==> src/rtl/logic_gate_sweeper.sv <==
`default_nettype none
// ============================================================================
// logic_gate_sweeper : N-input universal gate with truth-table sweep engine
// Rev 1.0
// ============================================================================
module logic_gate_sweeper #(
   parameter int N_IN = 2
) (
   input  logic                 clk,
   input  logic                 rst_n,
   input  logic                 start,
   input  logic [2:0]           mode,
   output logic                 row_valid,
   input  logic                 row_ready,
   output logic [N_IN-1:0]      row_in,
   output logic                 row_out,
   output logic                 busy,
   output logic                 done,
   output logic [2**N_IN-1:0]   truth_table,
   output logic [N_IN:0]        ones_count
);

   localparam int              ROWS     = 2**N_IN;
   localparam logic [N_IN-1:0] LAST_ROW = {N_IN{1'b1}};

   typedef enum logic [1:0] {
      S_IDLE  = 2'd0,
      S_SWEEP = 2'd1,
      S_DONE  = 2'd2
   } state_t;

   state_t          state_q;
   logic [N_IN-1:0] counter_q;
   logic [2:0]      mode_q;
   logic [ROWS-1:0] truth_q;
   logic [N_IN:0]   ones_q;
   logic            valid_q;
   logic            busy_q;
   logic            done_q;
   logic            gate_d;

   // Gate result for the current row; BUF/NOT look at bit 0 only.
   always_comb begin
      gate_d = 1'b0;
      case (mode_q)
         3'd0:    gate_d = &counter_q;
         3'd1:    gate_d = |counter_q;
         3'd2:    gate_d = ~&counter_q;
         3'd3:    gate_d = ~|counter_q;
         3'd4:    gate_d = ^counter_q;
         3'd5:    gate_d = ~^counter_q;
         3'd6:    gate_d = counter_q[0];
         default: gate_d = ~counter_q[0];
      endcase
   end

   always_ff @(posedge clk or negedge rst_n) begin
      if (!rst_n) begin
         state_q   <= S_IDLE;
         counter_q <= '0;
         mode_q    <= '0;
         truth_q   <= '0;
         ones_q    <= '0;
         valid_q   <= 1'b0;
         busy_q    <= 1'b0;
         done_q    <= 1'b0;
      end else begin
         done_q <= 1'b0;
         case (state_q)
            S_IDLE: begin
               if (start) begin
                  mode_q    <= mode;
                  counter_q <= '0;
                  truth_q   <= '0;
                  ones_q    <= '0;
                  valid_q   <= 1'b1;
                  busy_q    <= 1'b1;
                  state_q   <= S_SWEEP;
               end
            end
            S_SWEEP: begin
               if (row_ready) begin
                  truth_q[counter_q] <= gate_d;
                  ones_q             <= ones_q + (N_IN+1)'(gate_d);
                  // The counter parks on the last row until the next start.
                  if (counter_q == LAST_ROW) begin
                     valid_q <= 1'b0;
                     done_q  <= 1'b1;
                     state_q <= S_DONE;
                  end else begin
                     counter_q <= counter_q + N_IN'(1);
                  end
               end
            end
            S_DONE: begin
               busy_q  <= 1'b0;
               state_q <= S_IDLE;
            end
            default: begin
               valid_q <= 1'b0;
               busy_q  <= 1'b0;
               state_q <= S_IDLE;
            end
         endcase
      end
   end

   assign row_valid   = valid_q;
   assign row_in      = counter_q;
   assign row_out     = gate_d;
   assign busy        = busy_q;
   assign done        = done_q;
   assign truth_table = truth_q;
   assign ones_count  = ones_q;

endmodule
`default_nettype wire
==> config.mk <==
export PLATFORM = sky130hd
export DESIGN_NAME = logic_gate_sweeper
export DESIGN_NICKNAME = d
export VERILOG_FILES = /design/src/rtl/logic_gate_sweeper.sv
export SDC_FILE = /design/constraint.sdc
export NUM_CORES = 1
export LEC_CHECK = 0
export CAP_MARGIN = 20
export CORE_MARGIN = 4
export CORE_UTILIZATION = 25
export DETAILED_ROUTE_END_ITERATION = 6
export HOLD_SLACK_MARGIN = 0.05
export PLACE_DENSITY = 0.47
export SYNTH_ARGS = -nofsm -noshare
export SYNTH_HDL_FRONTEND = slang
export SYNTH_SLANG_ARGS = --single-unit
==> constraint.sdc <==
create_clock -name clk -period 2.45 [get_ports clk]
set_input_delay 0.245 -clock clk [delete_from_list [all_inputs] [get_ports clk]]
set_output_delay 0.245 -clock clk [all_outputs]
set_load 0.05 [all_outputs]
==> After elaboration in Yosys (flattened, before gate mapping) <==
Index checks and enable logic that the tools add are counted.
Widths: inputs -> output; s select.
{ "classes": {"add_sub_neg": 2, "order_cmp": 2, "n_eq_ne": 13, "n_mux": 26, "n_bitwise": 3, "n_reduce_logical": 16} }
{ "ops": {"columns": ["operator", "n"], "rows": [
  ["$mux 2", 6],
  ["$eq 3x3->1 const B", 3],
  ["$mux 4", 2],
  ["$ne 2x2->1 const B", 4],
  ["$pmux 2 s2", 2],
  ["$pmux 4 s2", 1],
  ["$reduce_and 4->1", 2],
  ["$mux 1", 7],
  ["$pmux 1 s7", 1],
  ["$eq 3x2->1 const B", 2],
  ["$mux 3", 2],
  ["$pmux 3 s2", 1],
  ["$reduce_and 2->1", 3],
  ["$reduce_and 3->1", 2],
  ["$bwmux 4", 1],
  ["$eq 2x2->1 const B", 2],
  ["$add 3x1->3", 1],
  ["$eq 3x1->1 const B", 1],
  ["$logic_not 3->1", 1],
  ["$lt 2x3->1 const B", 1],
  ["$not 1->1", 3],
  ["$pmux 1 s3", 1],
  ["$add 2x1->2 const B", 1],
  ["$demux 1 s2", 1],
  ["other kinds (10)", 11]
]} }
{ "totals": {"regBits": 17, "input_bits": 7, "output_inout_bits": 13, "word_cells": 70} }

==> Longest topological paths before layout <==
Gate-level depths: netlist of run 1.
{ "depth": {"ltp_word": 7, "mapped_depth": 12, "ltp_nobuf": 12} }

==> Worst setup path after synthesis of run 1 <==
OpenSTA, ideal clock, no wires.
{ "synth_timing": {"path_type": "register to register", "start": "reg counter_q[0], in the netlist row_in[0]", "end": "reg ones_q[1], in the netlist ones_count[1]", "setup_time_ps": 121, "arrival_ps": 2772, "required_ps": 2329, "path_slack_ps": -443, "stages_incl_launch_ff": 12, "path_buffers": 0, "synth_period_minus_slack_ps": 2893, "cell_sequence": "dfrtp_1 -> inv_1 -> ha_1 -> mux2i_1 -> xnor2_1 -> a22oi_2 -> inv_1 -> ha_1 -> ha_1 -> nand2_1 -> o22ai_1 -> a22o_1"} }
{ "synth_between": {"elab_chain_len": 6, "word_cells_on_any_way": 11, "cone_classes": "1 x add/sub; 3 x mux; 1 x bitwise; 6 x reduce/logical"} }
{ "synth_rtl": {"columns": ["item", "line", "text"], "rows": [
  ["from (decl)", "33", "logic [N_IN-1:0] counter_q;"],
  ["from (signal assigned)", "91", "counter_q <= counter_q + N_IN'(1);"],
  ["$reduce_or 2->1 / $reduce_and 2->1 (equally long branches)", null, null],
  ["$logic_not 1->1 (on tied branches)", "49, 48", null],
  ["$pmux 1 s7 *", "45", "case (mode_q)"],
  ["named net row_out", "16", "output logic row_out,"],
  ["$add 3x1->3 *", "84", "ones_q <= ones_q + (N_IN+1)'(gate_d);"],
  ["$mux 3 *", "82", "if (row_ready) begin"],
  ["$pmux 3 s2 *", "69", "case (state_q)"],
  ["to (signal assigned)", "84", null],
  ["to (decl)", "36", "logic [N_IN:0] ones_q;"]
]} }
The timed path passes the listed nets; every way through them passes the cells marked *. The select of a mux whose other input is x is not followed.
A chain may end at the register's enable or synchronous reset.

==> Worst setup path in the final report of run 1 <==
{ "layout_timing": {"start": "reg counter_q[1], in the netlist row_in[1]", "end": "reg ones_q[1], in the netlist ones_count[1]"} }
{ "layout_between": {"elab_chain_len": 6, "word_cells_on_any_way": 10, "cone_classes": "1 x add/sub; 3 x mux; 6 x reduce/logical"} }
{ "layout_rtl": {"columns": ["item", "line"], "rows": [
  ["$reduce_or 2->1 / $reduce_and 2->1 (equally long branches)", null],
  ["$logic_not 1->1 (on tied branches)", "49, 48"],
  ["$pmux 1 s7 *", "45"],
  ["$add 3x1->3 *", "84"],
  ["$mux 3 *", "82"],
  ["$pmux 3 s2 *", "69"]
]} }
Every way passes the cells marked *; elsewhere a longest branch is shown, timed or not. The select of a mux whose other input is x is not followed.

==> metrics, run 1 <==
Max Slew Vio Count 0; RSZ-0062 raised after global routing false; # DRC 0; total gr overflow 0; #FFs+latches synth 17; Avg Cell Area, Syn around 10 um^2; GR peak layer met2; Final WS setup 212.2 ps; fin crit share about nine tenths; WP data arrival 2380 ps; first-pass GRT wire length around 3.8 mm; detailed-route vias per instance around 4.5; Startpoint Class register; antenna cell count 0; Routed Antenna Nets 0; die height between 60 and 70 um; H-tree depth 1; Avg WL per Cell roughly 13 um; HPWL Detailed between 1.5 and 2 mm; Core Util, Final around a third; Vias between 700 and 800; Buffers on Ports 19; outcome finished clean; area leader, netlist dfrtp_1; worst skew pair latency roughly 250 ps; Clock Tree Buf Depth 2; hold buffer count at CTS 0; most frequent cells in the layout clkdlybuf4s50_1 (18), dfrtp_1 (15), o21ai_0 (9), nand2_1 (7), nor2_1 (5); Initial Util between 20% and 30%; post-synthesis cell type count 28; cell area after synthesis about 940 um^2; grt met3 use 1.449%; Yosys Warn Count 0; Setup Skew about 0.86 ps; Crit path top cell by count ha_4; Max-Cap Viols 0; Num CTS Buffers 3; Post-Route WL about 2.1 mm; PwrDens approximately 1500 nW/um^2; leakage power around 0.53 nW; # resized after CTS 0; CP max FO 6; Root Buffer clkbuf_8; fin nets approximately 130; slowest stage delay, CP 450 ps; dpl ws around 200 ps; Yosys top cell area share between 40% and 50%; initial antenna violation count 0; vias in the first global route about 760; Area contributors post-synth dfrtp_1 (45%), ha_1 (9.3%), o21ai_0 (5.3%); WS Path Type register to register; Total GRT Usage under 10%; Max Freq approximately 450 MHz; clock tree from TritonCTS built; met2 usage in global routing between 10 and 15%; row cnt 22; setup TNS 0 ps; clock period minus worst slack 2238 ps; Die ar. approximately 4800 um^2; core region area approximately 3600 um^2; largest net degree at the start of global routing 19; worst endpoint required time about 2600 ps; Hold WC Path Type input pin to async pin; Max VDD drop ~0.38 mV; gp weighted congestion 0.7767; grt met1 use 13.05%; Reg clk slew, reported paths approximately 70 ps; Final Setup Violations 0; Seq/Total Area, Yosys a little under half; First-pass DRT Iterations 4; Post-Syn Instances around 90; Slowest-stage cell, CP dfrtp_2; clock sink count 17; crit end category register; max_slew headroom around half; Synthesized Nets 105; postcts setup bufs 0; die span in x ~69 um; # IOs 20; final hold violations 0; Slew @ Worst Pin a little under 800 ps; commonest non-fill, non-tap cell in the layout clkdlybuf4s50_1; starting DRC count in detailed routing 51; P&R area growth vs syn 35.15%; layout cells sized above 1 between 10% and 20%; CP cell instances inv_2 > ha_4 > mux2i_1 > xnor2_1 > a22oi_2 > clkinvlp_4 > ha_4 > ha_4 > nand2_1 > o22ai_1 > a22o_1
[where the power goes]
group,internal [mW],switching (mW)
sequential,0.398,0.146
combinational,0.477,0.694
clock,0.115,0.0968
[per-stage QoR]
step / cell area [um^2] / hold WS, ps / cells / power (mW)
after floorplan: 988.4 / -50.59 / 91 / 1.380
after global placement: 1225 / 466.8 / 157 / 1.731
after detailed placement: 1225 / 477.7 / 157 / 1.742
after CTS: 1270 / 482.3 / 161 / 1.962
after global routing: 1270 / 502.6 / 161 / 2.095
final: 1270 / 445.4 / 161 / 1.926
[layout make-up]
| type | instances | area [um^2] |
|---|---|---|
| fillers | 389 | 2364 |
| multi-input cells | 63 | 494.2 |
| flip-flops and latches | 17 | 427.9 |
| repair buffers | 22 | 210.2 |
| well taps | 48 | 60.06 |
| clock buffers | 4 | 45.04 |
| inverters | 7 | 32.53 |
[state kept, by name (all words and copies together) (netlist names)]
register     cells
truth_table      4
mode_q           3
ones_count       3
row_in           2
state_q          2
busy             1
done             1
row_valid        1
[critical path: cells and delay by family, from the launching register on]
family	cells	cell delay (ps)
adder cells (fa/ha/maj)	3	590
AO/OA/AOI/OAI	3	510
AND/OR/NAND/NOR	1	60
multiplexers	1	160
flip-flops	1	450
buffers and inverters	2	270
XOR/XNOR	1	110
[Yosys cell counts, drive strengths merged]
master,instances
dfrtp,17
o21ai,10
nand2,8
ha,7
inv,7
nor2,5
a31oi,4
buf,4
a22o,3
mux2,3
nand4b,3
a21o,2
a21oi,2
a22oi,2
nor2b,2
o22ai,2
xnor2,2
and2b,1
mux2i,1
nand2b,1
nand3,1
nor3,1
o211ai,1
o21bai,1
o31ai,1
[cells by family (layout without fill, tap and decap cells)]
logic type / Yosys count / after routing / share of synthesized area [%]
buffers and inverters: 11 / 33 / 6.392
AND/OR/NAND/NOR: 22 / 22 / 12.65
multiplexers: 4 / 4 / 4.660
AO/OA/AOI/OAI: 28 / 28 / 19.84
XOR/XNOR: 2 / 2 / 1.865
flip-flops: 17 / 17 / 45.27
adder cells (fa/ha/maj): 7 / 7 / 9.320
[worst paths after layout]
check	start	to	slack [ps]	cells after the start
worst max-delay path	row_in[1]	ones_count[1]	210	11
min in group clk	row_valid	row_valid	490	1
worst max register to register	row_in[1]	ones_count[1]	210	11
max in group asynchronous	rst_n	row_in[0]	1480	1
worst min register to register	row_valid	row_valid	490	1
worst min-delay path	rst_n	busy	450	1
[per-layer routing]
| metal | wire [um] | up-vias |
|---|---|---|
| met2 | 970 | 13 |
| li1 | - | 366 |
| met4 | 50 | 0 |
| met1 | 983 | 338 |
| met3 | 59 | 4 |
| met5 | 0 | - |
Note: power is estimated with default switching activity, not from simulation.
==> run 2: changes to the inputs <==
- DONT_BUFFER_PORTS: unset -> 1
- PLACE_DENSITY: 0.47 -> 0.4
==> metrics, run 2 (same netlist as run 1, synthesis figures left out) <==
Initial Util 25.86% (unchanged); fin cells 146 (-9.3%); fin crit share 91.86% (+0.52 points); First-pass DRT Iterations 4 (unchanged); total gr overflow 0 (unchanged); vias in the first global route 749 (-1.6%); Critical Path Stages 11 (unchanged); postcts setup bufs 0 (unchanged); Final Setup Violations 0 (unchanged); commonest non-fill, non-tap cell in the layout dfrtp_1; RSZ-0062 raised after global routing false; Total GRT Usage 9.976% (+0.17 points); slowest stage delay, CP 450 ps (about the same); first-pass GRT wire length 3.857 mm (+2.6%); gp weighted congestion 0.7648 (-1.5%); Root Buffer clkbuf_8; layout cells sized above 1 24.49% (+5.0 points); setup TNS 0 ps (unchanged); Slowest-stage cell, CP dfrtp_2; hold slack final 114.7 ps (-330.6 ps); Buffers on Ports 0 (-19); detailed-route vias per instance 4.651 (+3.9%); Die ar. 4803 um^2 (unchanged); WP data arrival 2390 ps (about the same); die height 69.31 um (unchanged); row cnt 22 (unchanged); max_slew headroom 45.36% (-3.1 points); Max Slew Vio Count 0 (unchanged); # IOs 20 (unchanged); Reg clk slew, reported paths 70 ps (about the same); # resized after CTS 0 (unchanged); HPWL Detailed 1.596 mm (+2.8%); clock sink count 17 (unchanged); # DRC 0 (unchanged); worst skew pair latency 250 ps (about the same); Setup Skew 1.384 ps (+0.5198 ps); Crit path top cell by count ha_4; Placed Instances 141 (-10%); Crit Reg-Reg Startpoint row_in[1]; Post-Route WL 2.175 mm (+5.4%); Clock Tree Buf Depth 2 (unchanged); Slew @ Worst Pin 816.9 ps (+45.98 ps); Max-Cap Viols 0 (unchanged); most frequent cells in the layout dfrtp_1 (15), o21ai_0 (9), nand2_1 (7), buf_4 (6), nor2_1 (5); Buf+Inv Stages, Crit Path 2 (unchanged); CP max FO 6 (unchanged); Max Freq 444.4 MHz (-0.56%); fin nets 113 (-12%); Startpoint Class register; end of the critical path ones_count[1]; worst endpoint required time 2590 ps (about the same); crit end category register; clock tree from TritonCTS built; CP cell instances inv_2 > ha_4 > mux2i_1 > xnor2_1 > a22oi_2 > clkinvlp_4 > ha_4 > ha_4 > nand2_1 > o22ai_1 > a22o_1; outcome finished clean; clock period minus worst slack 2250 ps (+12.63 ps); max FFs per register 4 (unchanged); final hold violations 0 (unchanged); Num CTS Buffers 3 (unchanged); Worst path top cell family by delay adder cells; initial antenna violation count 0 (unchanged); P&R area growth vs syn 18.64%; Hold WC Path Type input pin to register; WS Path Type register to register; worst setup path start row_in[1]; Reg2Reg Capture Point ones_count[1]; R2R cell count 11 (unchanged); core region area 3633 um^2 (unchanged); Vias 679 (-5.8%); H-tree depth 1 (unchanged); antenna cell count 0 (unchanged); starting DRC count in detailed routing 52 (+2.0%); die span in x 69.31 um (unchanged); R2R Setup Slk 200 ps (about the same); Routed Antenna Nets 0 (unchanged); largest net degree at the start of global routing 19 (unchanged); Avg WL per Cell 14.90 um (+16%)
==> run 2: per-layer routing <==
layer  share of wire, %  track usage (%)  up-vias
li1                   -                -      334
met1                 46            13.54      324
met2                 48            15.15       17
met3                4.8            3.333        4
met4                1.7            2.603        0
met5                  0                0        -
==> run 2: timing repair <==
action,CTS,global route
hold endpoints to repair,17,0
hold buffers,1,0
setup endpoints to repair,0,0
==> run 2: worst min-delay path by stage <==
stage	start	end	slack (ps)	depth (start not counted)
3_3_place_gp	rst_n	busy	-50	0
3_5_place_dp	rst_n	busy	-50	0
6_report	mode[0]	mode_q[0]	110	2
2_1_floorplan	rst_n	busy	-50	0
5_1_grt	mode[0]	mode_q[0]	130	2
4_1_cts	mode[0]	mode_q[0]	110	2
==> run 2: cell type report <==
class / count / area, um^2
fill: 390 / 2519
multi-input combinational: 63 / 494.2
sequential: 17 / 427.9
tap: 48 / 60.06
timing repair buffer: 7 / 55.05
clock buffer: 4 / 45.04
inverter: 7 / 32.53
==> run 2: stage by stage <==
step / area, um^2 / utilization, % / setup slack, ps
2_1_floorplan: 988.4 / - / -190.5
3_3_place_gp: 1060 / 29.17 / 241.3
3_5_place_dp: 1060 / 29.17 / 186.0
4_1_cts: 1115 / 30.68 / 169.7
5_1_grt: 1115 / 30.68 / 22.77
6_report: 1115 / 30.68 / 199.5
Power of run 2 is not shown: default switching activity piles up to over one toggle a cycle in this logic, so the estimate is an artifact.
==> run 3: changes to the inputs <==
- CORE_UTILIZATION: 25 -> 35
- PLACE_DENSITY: 0.4 -> 0.51
==> metrics, run 3 (same netlist as run 1, synthesis figures left out) <==
outcome finished clean; worst endpoint required time 2640 ps (+50 ps); Max-Cap Viols 0 (unchanged); Buf+Inv Stages, Crit Path 2 (unchanged); die height 59.82 um (-14%); Slew @ Worst Pin 743.2 ps (-73.72 ps); HPWL Detailed 1.381 mm (-13%); Critical Path Stages 11 (unchanged); clock tree from TritonCTS built; Max Freq 432.1 MHz (-2.8%); Crit path top cell by count ha_4; WS Path Type register to register; total gr overflow 0 (unchanged); vias in the first global route 656 (-12%); gp weighted congestion 0.7114 (-7.0%); Crit Reg-Reg Startpoint row_in[1]; Buffers on Ports 0 (unchanged); CP max FO 6 (unchanged); Reg2Reg Capture Point ones_count[1]; Filler cells 241 (-38%); worst setup path start row_in[1]; postcts setup bufs 0 (unchanged); # IOs 20 (unchanged); final hold violations 0 (unchanged); Worst path top cell family by delay adder cells; fin crit share 94.46% (+2.6 points); end of the critical path ones_count[1]; Routed Antenna Nets 0 (unchanged); WP data arrival 2500 ps (+110 ps); layout cells sized above 1 24.49% (unchanged); P&R area growth vs syn 14.25%; antenna cell count 0 (unchanged); row cnt 18 (-18%); Setup Skew 2.961 ps (+1.577 ps); hold buffer count at CTS 1 (unchanged); detailed-route vias per instance 5.328 (+15%); Final Setup Violations 0 (unchanged); Slowest-stage cell, CP dfrtp_2; # resized after CTS 0 (unchanged); R2R cell count 11 (unchanged); Vias 682 (+0.44%); max_slew headroom 50.29% (+4.9 points); Num CTS Buffers 3 (unchanged); first-pass GRT wire length 3.201 mm (-17%); clock sink count 17 (unchanged); Final WS setup 135.8 ps (-63.72 ps); Die ar. 3578 um^2 (-26%); GR peak layer met2; Clock Tree Buf Depth 2 (unchanged); dpl ws 137.1 ps (-48.94 ps); Startpoint Class register; met2 usage in global routing 18.21% (+3.1 points); R2R Setup Slk 140 ps (-60 ps); worst skew pair latency 290 ps (+40 ps); clock period minus worst slack 2314 ps (+63.72 ps); largest net degree at the start of global routing 19 (unchanged); # DRC 0 (unchanged); Max Slew Vio Count 0 (unchanged); Post-Route WL 1.881 mm (-14%); grt met3 use 5.616% (+2.3 points); crit end category register; die span in x 59.82 um (-14%); starting DRC count in detailed routing 21 (-60%); slowest stage delay, CP 460 ps (about the same); fin nets 113 (unchanged); initial antenna violation count 0 (unchanged); First-pass DRT Iterations 4 (unchanged); grt met1 use 15.32% (+1.8 points); Root Buffer clkbuf_4; most frequent cells in the layout dfrtp_1 (15), o21ai_0 (9), nand2_1 (7), buf_4 (6), nor2_1 (5); CP cell instances inv_2 > ha_4 > mux2i_1 > xnor2_1 > a22oi_2 > clkinvlp_4 > ha_4 > ha_4 > nand2_1 > o22ai_1 > a22o_1; Reg clk slew, reported paths 100 ps (+30 ps); max FFs per register 4 (unchanged); Avg WL per Cell 14.70 um (-1.4%); RSZ-0062 raised after global routing false; Hold WC Path Type input pin to register; H-tree depth 1 (unchanged); Total GRT Usage 11.93% (+2.0 points); commonest non-fill, non-tap cell in the layout dfrtp_1; core region area 2522 um^2 (-31%); Initial Util 37.25% (+11 points)
## run 3: changes by cell type in the layout (fill, tap and decap cells not counted)
cell	delta
clkbuf_4	+3
clkbuf_8	-3
## run 3: worst min path at each step
stage                       start        endpoint  slack (ps)  cells after the start
after floorplan             rst_n            busy         -50                      0
after global placement      rst_n            busy         -50                      0
after detailed placement    rst_n  truth_table[0]         -50                      0
after CTS                 mode[0]       mode_q[0]          70                      2
after global routing      mode[1]       mode_q[1]          80                      1
final                     mode[0]       mode_q[0]          80                      2
## run 3: cell type report
cell class	instances	area, um^2	area share (%)
Multi-Input combinational cell	63	494.2	46.04
Clock buffer	4	26.28	2.448
Timing Repair Buffer	7	55.05	5.128
Sequential cell	17	427.9	39.86
Inverter	7	32.53	3.030
Tap cell	30	37.54	3.497
## run 3: layer usage
metal | part of all wire, % | wire length [um]
met3 | 6.3 | 119
met1 | 47 | 888
met2 | 45 | 855
met5 | 0 | 0
met4 | 0.96 | 18
## run 3: metrics by stage
stage               instances  instance area, um^2  utilization [%]  hold WS (ps)  setup TNS [ps]
finish                    128                 1074            42.56         77.42               0
global route              128                 1074            42.56         79.05               0
CTS                       128                 1074            42.56         74.02               0
global placement          123                 1037            41.12        -50.08               0
detailed placement        123                 1037            41.12        -50.06               0
floorplan                  91                988.4                -        -50.59          -341.0
Power of run 3 is left out for the same reason.
